--- config.mk ---
export PLATFORM = sky130hd
export DESIGN_NAME = logic_shift_unit
export DESIGN_NICKNAME = d
export VERILOG_FILES = /design/src/rtl/logic_shift_unit.sv
export SDC_FILE = /design/constraint.sdc
export NUM_CORES = 1
export LEC_CHECK = 0
export ABC_CLOCK_PERIOD_IN_PS = 3700
export BUFFER_PORTS_ARGS = -buffer_cell sky130_fd_sc_hd__buf_2
export CORE_MARGIN = 5
export CORE_UTILIZATION = 45
export DETAILED_ROUTE_END_ITERATION = 10
export GPL_ROUTABILITY_DRIVEN = 0
export PLACE_DENSITY = 0.68
export SLEW_MARGIN = 30
export SYNTH_ARGS = -nofsm -noshare
export SYNTH_HDL_FRONTEND = slang
export SYNTH_SLANG_ARGS = --single-unit
--- constraint.sdc ---
create_clock -name clk -period 3.7 [get_ports clk]
set_clock_uncertainty 0.05 [all_clocks]
set_input_delay 0.185 -clock clk [delete_from_list [all_inputs] [get_ports clk]]
set_output_delay 0.185 -clock clk [all_outputs]
set_load 0.02 [all_outputs]
--- src/rtl/logic_shift_unit.sv ---
// Logic/shift unit: bitwise ops finish in one cycle, while shifts and rotates step
// one bit per cycle. Results wait in DONE until the consumer accepts them.
module logic_shift_unit #(
    parameter int WIDTH = 19
) (
    input  logic             clk,
    input  logic             rst,
    input  logic             in_valid,
    output logic             in_ready,
    input  logic [2:0]       op,
    input  logic [WIDTH-1:0] operand_1,
    input  logic [WIDTH-1:0] operand_2,
    output logic             out_valid,
    input  logic             out_ready,
    output logic [WIDTH-1:0] out,
    output logic             zero_flag,
    output logic             parity_flag,
    output logic             busy
);

    localparam int SHAMT_W = $clog2(WIDTH);

    typedef enum logic [1:0] {
        IDLE,
        EXEC,
        DONE
    } state_t;

    state_t             state, state_nxt;
    logic [1:0]         op_q, op_nxt;
    logic [WIDTH-1:0]   work_q, work_nxt;
    logic [SHAMT_W-1:0] cnt_q, cnt_nxt;
    logic [WIDTH-1:0]   result_nxt;
    logic               load_out;
    logic               accept;
    logic [SHAMT_W-1:0] amt;
    logic [WIDTH-1:0]   logic_res;
    logic [WIDTH-1:0]   step_res;

    assign amt       = operand_2[SHAMT_W-1:0];
    assign in_ready  = !rst && ((state == IDLE) || ((state == DONE) && out_ready));
    assign accept    = in_valid && in_ready;
    assign out_valid = (state == DONE);
    assign busy      = (state == EXEC);

    // Bitwise result straight from the inputs; only used on the accept edge.
    always_comb begin
        logic_res = '0;
        case (op[1:0])
            2'd0:    logic_res = operand_1 & operand_2;
            2'd1:    logic_res = operand_1 | operand_2;
            2'd2:    logic_res = operand_1 ^ operand_2;
            default: logic_res = ~operand_1;
        endcase
    end

    // One-bit move of the working register, selected by the captured op.
    always_comb begin
        step_res = work_q;
        case (op_q)
            2'd0:    step_res = {work_q[WIDTH-2:0], 1'b0};
            2'd1:    step_res = {1'b0, work_q[WIDTH-1:1]};
            2'd2:    step_res = {work_q[WIDTH-2:0], work_q[WIDTH-1]};
            default: step_res = {work_q[0], work_q[WIDTH-1:1]};
        endcase
    end

    always_comb begin
        state_nxt  = state;
        op_nxt     = op_q;
        work_nxt   = work_q;
        cnt_nxt    = cnt_q;
        load_out   = 1'b0;
        result_nxt = out;
        case (state)
            IDLE: begin
            end
            EXEC: begin
                work_nxt = step_res;
                cnt_nxt  = cnt_q - SHAMT_W'(1);
                if (cnt_q == SHAMT_W'(1)) begin
                    load_out   = 1'b1;
                    result_nxt = step_res;
                    state_nxt  = DONE;
                end
            end
            DONE: begin
                if (out_ready) begin
                    state_nxt = IDLE;
                end
            end
            default: state_nxt = IDLE;
        endcase

        // A new request can only arrive from IDLE or on the DONE handshake, so it overrides the above.
        if (accept) begin
            op_nxt = op[1:0];
            if (!op[2]) begin
                load_out   = 1'b1;
                result_nxt = logic_res;
                state_nxt  = DONE;
            end else if (amt == '0) begin
                load_out   = 1'b1;
                result_nxt = operand_1;
                state_nxt  = DONE;
            end else begin
                work_nxt  = operand_1;
                cnt_nxt   = amt;
                state_nxt = EXEC;
            end
        end
    end

    always_ff @(posedge clk or posedge rst) begin
        if (rst) begin
            state       <= IDLE;
            op_q        <= '0;
            work_q      <= '0;
            cnt_q       <= '0;
            out         <= '0;
            zero_flag   <= 1'b0;
            parity_flag <= 1'b0;
        end else begin
            state  <= state_nxt;
            op_q   <= op_nxt;
            work_q <= work_nxt;
            cnt_q  <= cnt_nxt;
            if (load_out) begin
                out         <= result_nxt;
                zero_flag   <= ~|result_nxt;
                parity_flag <= ^result_nxt;
            end
        end
    end

endmodule

**Word level (Yosys, flattened, before mapping)**

Index checks and enable logic that the tools add are counted.

- Input bits: 45
- Register bits: 49
- Word-level logic and storage cells: 61
- Output and inout port bits: 24

- Equality and inequality tests: 10
- Muxes and demuxes: 26
- Reduce and logical (&&, ||, !) cells: 13
- Add/sub/neg operators: 1
- Bitwise gates (word level): 4

Operators with widths:

| kind | number |
|---|---|
| 19-bit two-way mux | 9 |
| 19-bit one-hot mux with 3 select lines | 2 |
| 5-bit two-way mux | 4 |
| 19-bit bitwise AND | 1 |
| 19-bit NOT | 1 |
| 19-bit OR | 1 |
| 19-bit OR reduction | 1 |
| 19-bit parity | 1 |
| 19-bit XOR | 1 |
| 2-bit two-way mux | 5 |
| 2-bit by 1-bit equality test with 1-bit output (second input constant) | 3 |
| 2-bit equality test (second input constant) | 3 |
| 2-bit zero test | 3 |
| 3-bit by 1-bit inequality test with 1-bit output (second input constant) | 2 |
| 2-bit one-hot mux with 3 select lines | 1 |
| 5-bit by 1-bit equality test with 1-bit output (second input constant) | 1 |
| 5-bit zero test | 1 |
| 1-bit two-way mux | 5 |
| 5-bit by 1-bit subtractor with 5-bit output (second input constant) | 1 |
| 1-bit logical AND | 3 |
| 3-bit AND reduction | 1 |
| 1-bit zero test | 2 |
| 2-bit inequality test (second input constant) | 1 |
| 1-bit logical OR | 1 |

**Longest topological paths before layout**

- Depth after elaboration: 9
- Depth in mapped cells: 14

**Least setup slack after synthesis**

No wires, ideal clock.

- Path kind: register -> register
- Start: reg cnt_q[1]
- End: reg parity_flag
- Data required time: 3.581 ns
- Arrival time: 2.977 ns
- Setup slack: 0.604 ns
- Period minus slack after synthesis: 3.096 ns
- Cell stages (with the launch flop): 14
- Cells stage by stage: dfrtp_1 inv_1 ha_1 nor4b_4 nand2_1 a21boi_2 buf_2 a211oi_1 ha_1 xor2_1 xnor3_1 xnor2_1 a221o_1 nand3_1

- Cells in the longest elaborated chain, start to end: 7

Ends and longest elaborated chain:

| item | line | RTL |
|---|---|---|
| start: declaration | 32 | `logic [SHAMT_W-1:0] cnt_q, cnt_nxt;` |
| start signal: assignment | 127 | `cnt_q <= cnt_nxt;` |
| 5-bit by 1-bit equality test with 1-bit output (*) | 81 | `if (cnt_q == SHAMT_W'(1)) begin` |
| 19-bit two-way mux | 81 |  |
| 19-bit two-way mux | 75 | `case (state)` |
| 19-bit two-way mux | 102 | `end else if (amt == '0) begin` |
| 19-bit two-way mux | 98 | `if (!op[2]) begin` |
| 19-bit two-way mux | 96 | `if (accept) begin` |
| 19-bit parity | 131 | `parity_flag <= ^result_nxt;` |
| end signal: assignment | 131 |  |
| end: declaration | 17 | `output logic parity_flag,` |

Every way passes the cells marked *; elsewhere a longest branch is shown, timed or not.
A chain may end at the register's enable or synchronous reset.

**Worst setup path in the final report**

- Start: reg cnt_q[0]
- End: reg parity_flag

The elaborated chain is that of the path after synthesis.

==> results by stage <==
STA:
- For this run, the top clock speed supported by timing is about 0.3 GHz.
- The share of the clock period used by the worst path after layout is between 90% and 100%.
- The number of max-slew violations in the final report is 0.
- The final hold violation count is 0.
- The tightest slew margin relative to the limit is between 40% and 50%.
- Setup violations remaining at the end of the flow were counted as 0.
- Setup repair after global routing left no endpoint under its margin.
- Summed over all failing endpoints, the final setup total negative slack is 0 ps.
- The post-route worst setup slack is roughly 360 ps.
- The time the worst path needs with I/O delays and setup is 3340 ps.
- The slew of the pin with the lowest slew margin is ~800 ps.

Logic synthesis:
- The primary flip-flop cell chosen by synthesis mapping is sky130_fd_sc_hd__dfrtp_1.
- Counting flops with an async set or reset pin after synthesis yields a share of 100%.
- In the synthesized netlist, the cells that appear most often are 53 x sky130_fd_sc_hd__inv_1, 49 x sky130_fd_sc_hd__dfrtp_1, 49 x sky130_fd_sc_hd__ha_1, 49 x sky130_fd_sc_hd__nor2_1, 36 x sky130_fd_sc_hd__nand2_1.
- Yosys attributes the largest share of cell area to sky130_fd_sc_hd__dfrtp_1 28%, sky130_fd_sc_hd__ha_1 14%, sky130_fd_sc_hd__inv_1 4.6%, sky130_fd_sc_hd__a211oi_1 4.3%, sky130_fd_sc_hd__nor2_1 4.2%.
- The count of synthesis-stage warnings from yosys is 0.
- The number of nets handed over by synthesis was between 500 and 600.
- The share of the yosys chip area belonging to registers is between 20 and 30%.
- The largest area contributor in the netlist is sky130_fd_sc_hd__dfrtp_1.
- The count of flip-flops with a built-in enable after synthesis is 0.
- The fraction of post-synthesis cell area in the top cell type by area is approximately 28%.
- The cell area that synthesis handed to floorplanning was 4330 sq um.
- The most numerous cell in the Yosys netlist is sky130_fd_sc_hd__inv_1.
- The count of mapped cells out of synthesis is 482.
- The average cell area after synthesis is around 9.0 sq um.
- In this run, distinct cell masters in the synthesized netlist total between 50 and 60.
- Synthesis inferred slightly below 50 register bits.

Clocking:
- The latest clock arrival within the worst-skew pair is 310 ps.
- The maximum buffer depth of the clock tree is 2.
- The tree is rooted in a sky130_fd_sc_hd__clkbuf_8.
- The number of clock buffers added by TritonCTS is 5.
- The CTS tree is yes.
- Clock-pin slew was measured on the worst setup and hold paths at around 90 ps.
- The count of instances resized after the clock tree is built is 0.
- Counting every sink on the clock net gives 49.
- The H-tree generated during clock tree synthesis spans 2 levels.

Final layout:
- In the final layout, the share of cells above drive strength 1 is between 20% and 30%.
- From synthesis to final layout, the design area changed by 11.9%.
- After filler insertion, the fill cell instance count of the layout stands at roughly 860.
- The number of nets at the end of the flow is about 630.
- The antenna cell count is 0.

GRT:
- The pin count of the biggest net entering global routing is 50.
- The via count of the first global-routing pass is ~3700.
- The initial antenna violation count is 0.
- The wire length of the first global-routing pass is around 19 mm.
- Global routing used about a fifth of the available tracks across all layers.
- Global routing finished with a remaining overflow of 0.

Run:
- The count of maximum capacitance violations is 0.

Floorplan:
- In this run the horizontal extent of the chip is 108 um.
- The top-level I/O count is 69.
- In this run the vertical extent of the chip is approximately 110 um.
- The core area is 9330 sq um.
- The floorplan has 35 rows.
- The area of the die is roughly 12000 sq um.
- For this configuration, the core starts out at a cell density of between 40% and 50%.

Critical path:
- The endpoint identified for the worst register-to-register timing path is parity_flag.
- The critical path is of the flop to flop type.
- The worst setup path is launched from a flop.
- The worst setup path is captured at a flop.
- The reg-to-reg critical path startpoint is cnt_q[0].
- Counting cells, the worst reg-to-reg path comes to 11.
- For the worst setup path, the data arrival time is around 3500 ps.
- Along the worst path, the maximum fanout reaches 19.
- The data required time of the worst path is approximately 4000 ps.
- Setup slack on the worst reg-to-reg path comes out at roughly 360 ps.

Hold path:
- The startpoint of the lowest-slack hold path is operand_1[5].
- The worst hold path terminates at work_q[5].
- The path class of the tightest hold or removal check is input port to flop.
- The cell depth of the worst hold path is 3.

Route:
- In the final routed layout, each cell accounts on average for 17.0 um.
- The first detailed-routing pass took 5 iterations.
- The wire length reported by the detailed router is 11.4 mm.
- Dividing the detail-routed via count by the number of cells gives around 5.7.
- The remaining design rule violation count is 0.
- The post-detailed-route count of antenna-violating nets is 0.
- After the first detailed-routing iteration, the DRC count stood at roughly 290.
- For this block, the via count after detailed routing is ~3800.

Run status:
- The flow ran to the end, and the final reports show no timing, DRC or antenna violations.

Placement:
- The number of input and output port buffers inserted is just under 70.
- Detailed placement finished with a half-perimeter wire length of about 9 mm.
- The worst setup slack after placement is ~340 ps.

Power:
- The leakage power figure is 2.35 nW.
- The worst voltage drop across the vdd grid is around 380 uV.
- Dividing total power by cell area gives a power density of just under 700 nW/um^2.
- The total power draw is 0.00331 W.
-- per-layer routing --
layer	global-route usage [%]	vias to the layer above	routed length (um)
li1	-	1835	-
met1	29.1	1839	5230
met2	33.2	121	5360
met3	2.27	7	710
met4	4.15	0	114
met5	0	-	0
-- critical path, stage by stage, from the launching register on --
cell and delay [ps]:
sky130_fd_sc_hd__dfrtp_1 430, sky130_fd_sc_hd__ha_1 230, sky130_fd_sc_hd__nor4b_4 140, sky130_fd_sc_hd__nand2_1 100
sky130_fd_sc_hd__a21boi_2 650, sky130_fd_sc_hd__a211oi_1 230, sky130_fd_sc_hd__ha_1 360, sky130_fd_sc_hd__xor2_1 180
sky130_fd_sc_hd__xnor3_1 430, sky130_fd_sc_hd__xnor2_1 160, sky130_fd_sc_hd__a221o_1 260, sky130_fd_sc_hd__nand3_1 70
-- sequential cells by signal (all words and copies together) (netlist names) --
register,cells
cnt_q,5
op_q,2
out,19
parity_flag,1
state,2
work_q,19
zero_flag,1
-- placed cells by master, fill, tap and decap left out, types with 2 or more instances in the layout --
cell / Yosys / layout
sky130_fd_sc_hd__and2_1: 4 / 4
sky130_fd_sc_hd__o31ai_1: 2 / 2
sky130_fd_sc_hd__xor2_1: 3 / 3
sky130_fd_sc_hd__a22o_1: 4 / 4
sky130_fd_sc_hd__mux4_2: 8 / 8
sky130_fd_sc_hd__a211oi_1: 25 / 25
sky130_fd_sc_hd__dfrtp_1: 49 / 49
sky130_fd_sc_hd__nand3_1: 9 / 9
sky130_fd_sc_hd__buf_4: 2 / 11
sky130_fd_sc_hd__nor2_1: 49 / 49
sky130_fd_sc_hd__clkbuf_1: 6 / 3
sky130_fd_sc_hd__nand2_1: 36 / 36
sky130_fd_sc_hd__nand2b_1: 2 / 2
sky130_fd_sc_hd__o211ai_1: 8 / 8
sky130_fd_sc_hd__mux2_2: 8 / 8
sky130_fd_sc_hd__clkbuf_8: 0 / 5
sky130_fd_sc_hd__o21a_1: 4 / 4
sky130_fd_sc_hd__inv_4: 1 / 2
sky130_fd_sc_hd__a211o_1: 11 / 11
sky130_fd_sc_hd__a21o_1: 2 / 2
sky130_fd_sc_hd__buf_2: 9 / 68
sky130_fd_sc_hd__nor3_1: 4 / 4
sky130_fd_sc_hd__o221ai_1: 7 / 7
sky130_fd_sc_hd__o221a_2: 7 / 7
sky130_fd_sc_hd__mux2i_1: 17 / 17
sky130_fd_sc_hd__inv_1: 53 / 52
sky130_fd_sc_hd__a22oi_1: 3 / 3
sky130_fd_sc_hd__o21ai_0: 31 / 31
sky130_fd_sc_hd__a21oi_1: 24 / 24
sky130_fd_sc_hd__xnor2_1: 7 / 7
sky130_fd_sc_hd__ha_1: 49 / 49
sky130_fd_sc_hd__nor4_1: 2 / 2
-- worst max-delay path by stage --
stage / start / to / depth (start not counted) / slack, ps
2_1_floorplan: cnt_q[1] / parity_flag / 13 / 600
3_3_place_gp: operand_2[4] / parity_flag / 13 / 350
3_5_place_dp: operand_2[4] / parity_flag / 13 / 340
4_1_cts: cnt_q[0] / parity_flag / 11 / 380
5_1_grt: cnt_q[0] / parity_flag / 11 / 190
6_report: cnt_q[0] / parity_flag / 11 / 360
-- cells by family (layout without fill, tap and decap cells) --
family	after synthesis	after routing	synth area share, %
mux	33	33	10.2
flops	49	49	28.3
xor+xnor	11	11	2.54
buf+inv	85	144	8.61
simple gates	117	117	12.7
fa+ha+maj	49	49	14.2
compound gates	138	138	23.4
-- what timing repair did --
action	in CTS	in global routing
hold buffers	1	0
buffers inserted	0	0
endpoints found under the hold margin	49	0
endpoints found under the setup margin	0	0
-- final cells by class --
class	count	area (sq um)	area share [%]
well taps	129	161	3.33
flip-flops and latches	49	1230	25.3
inverters	56	215	4.44
multi-input cells	348	2730	56.3
clock buffers	8	80.1	1.65
repair buffers	80	433	8.93
-- where the power goes --
part           internal (W)  total, W  switching [W]
Combinational      0.000913   0.00196        0.00104
Sequential         0.000783   0.00104       0.000256
Clock              0.000135  0.000310       0.000176
Total               0.00183   0.00331        0.00148
-- metrics by stage --
step | utilization [%] | instance area [sq um] | hold slack [ps] | instances
3_3_place_gp | 51.0 | 4750 | 397 | 661
3_5_place_dp | 51.0 | 4760 | 297 | 661
6_report | 52.0 | 4850 | 87.5 | 670
2_1_floorplan | - | 4330 | 250 | 482
4_1_cts | 52.0 | 4850 | 87.2 | 670
5_1_grt | 52.0 | 4850 | 103 | 670
Note: power is estimated with default switching activity, not from simulation.
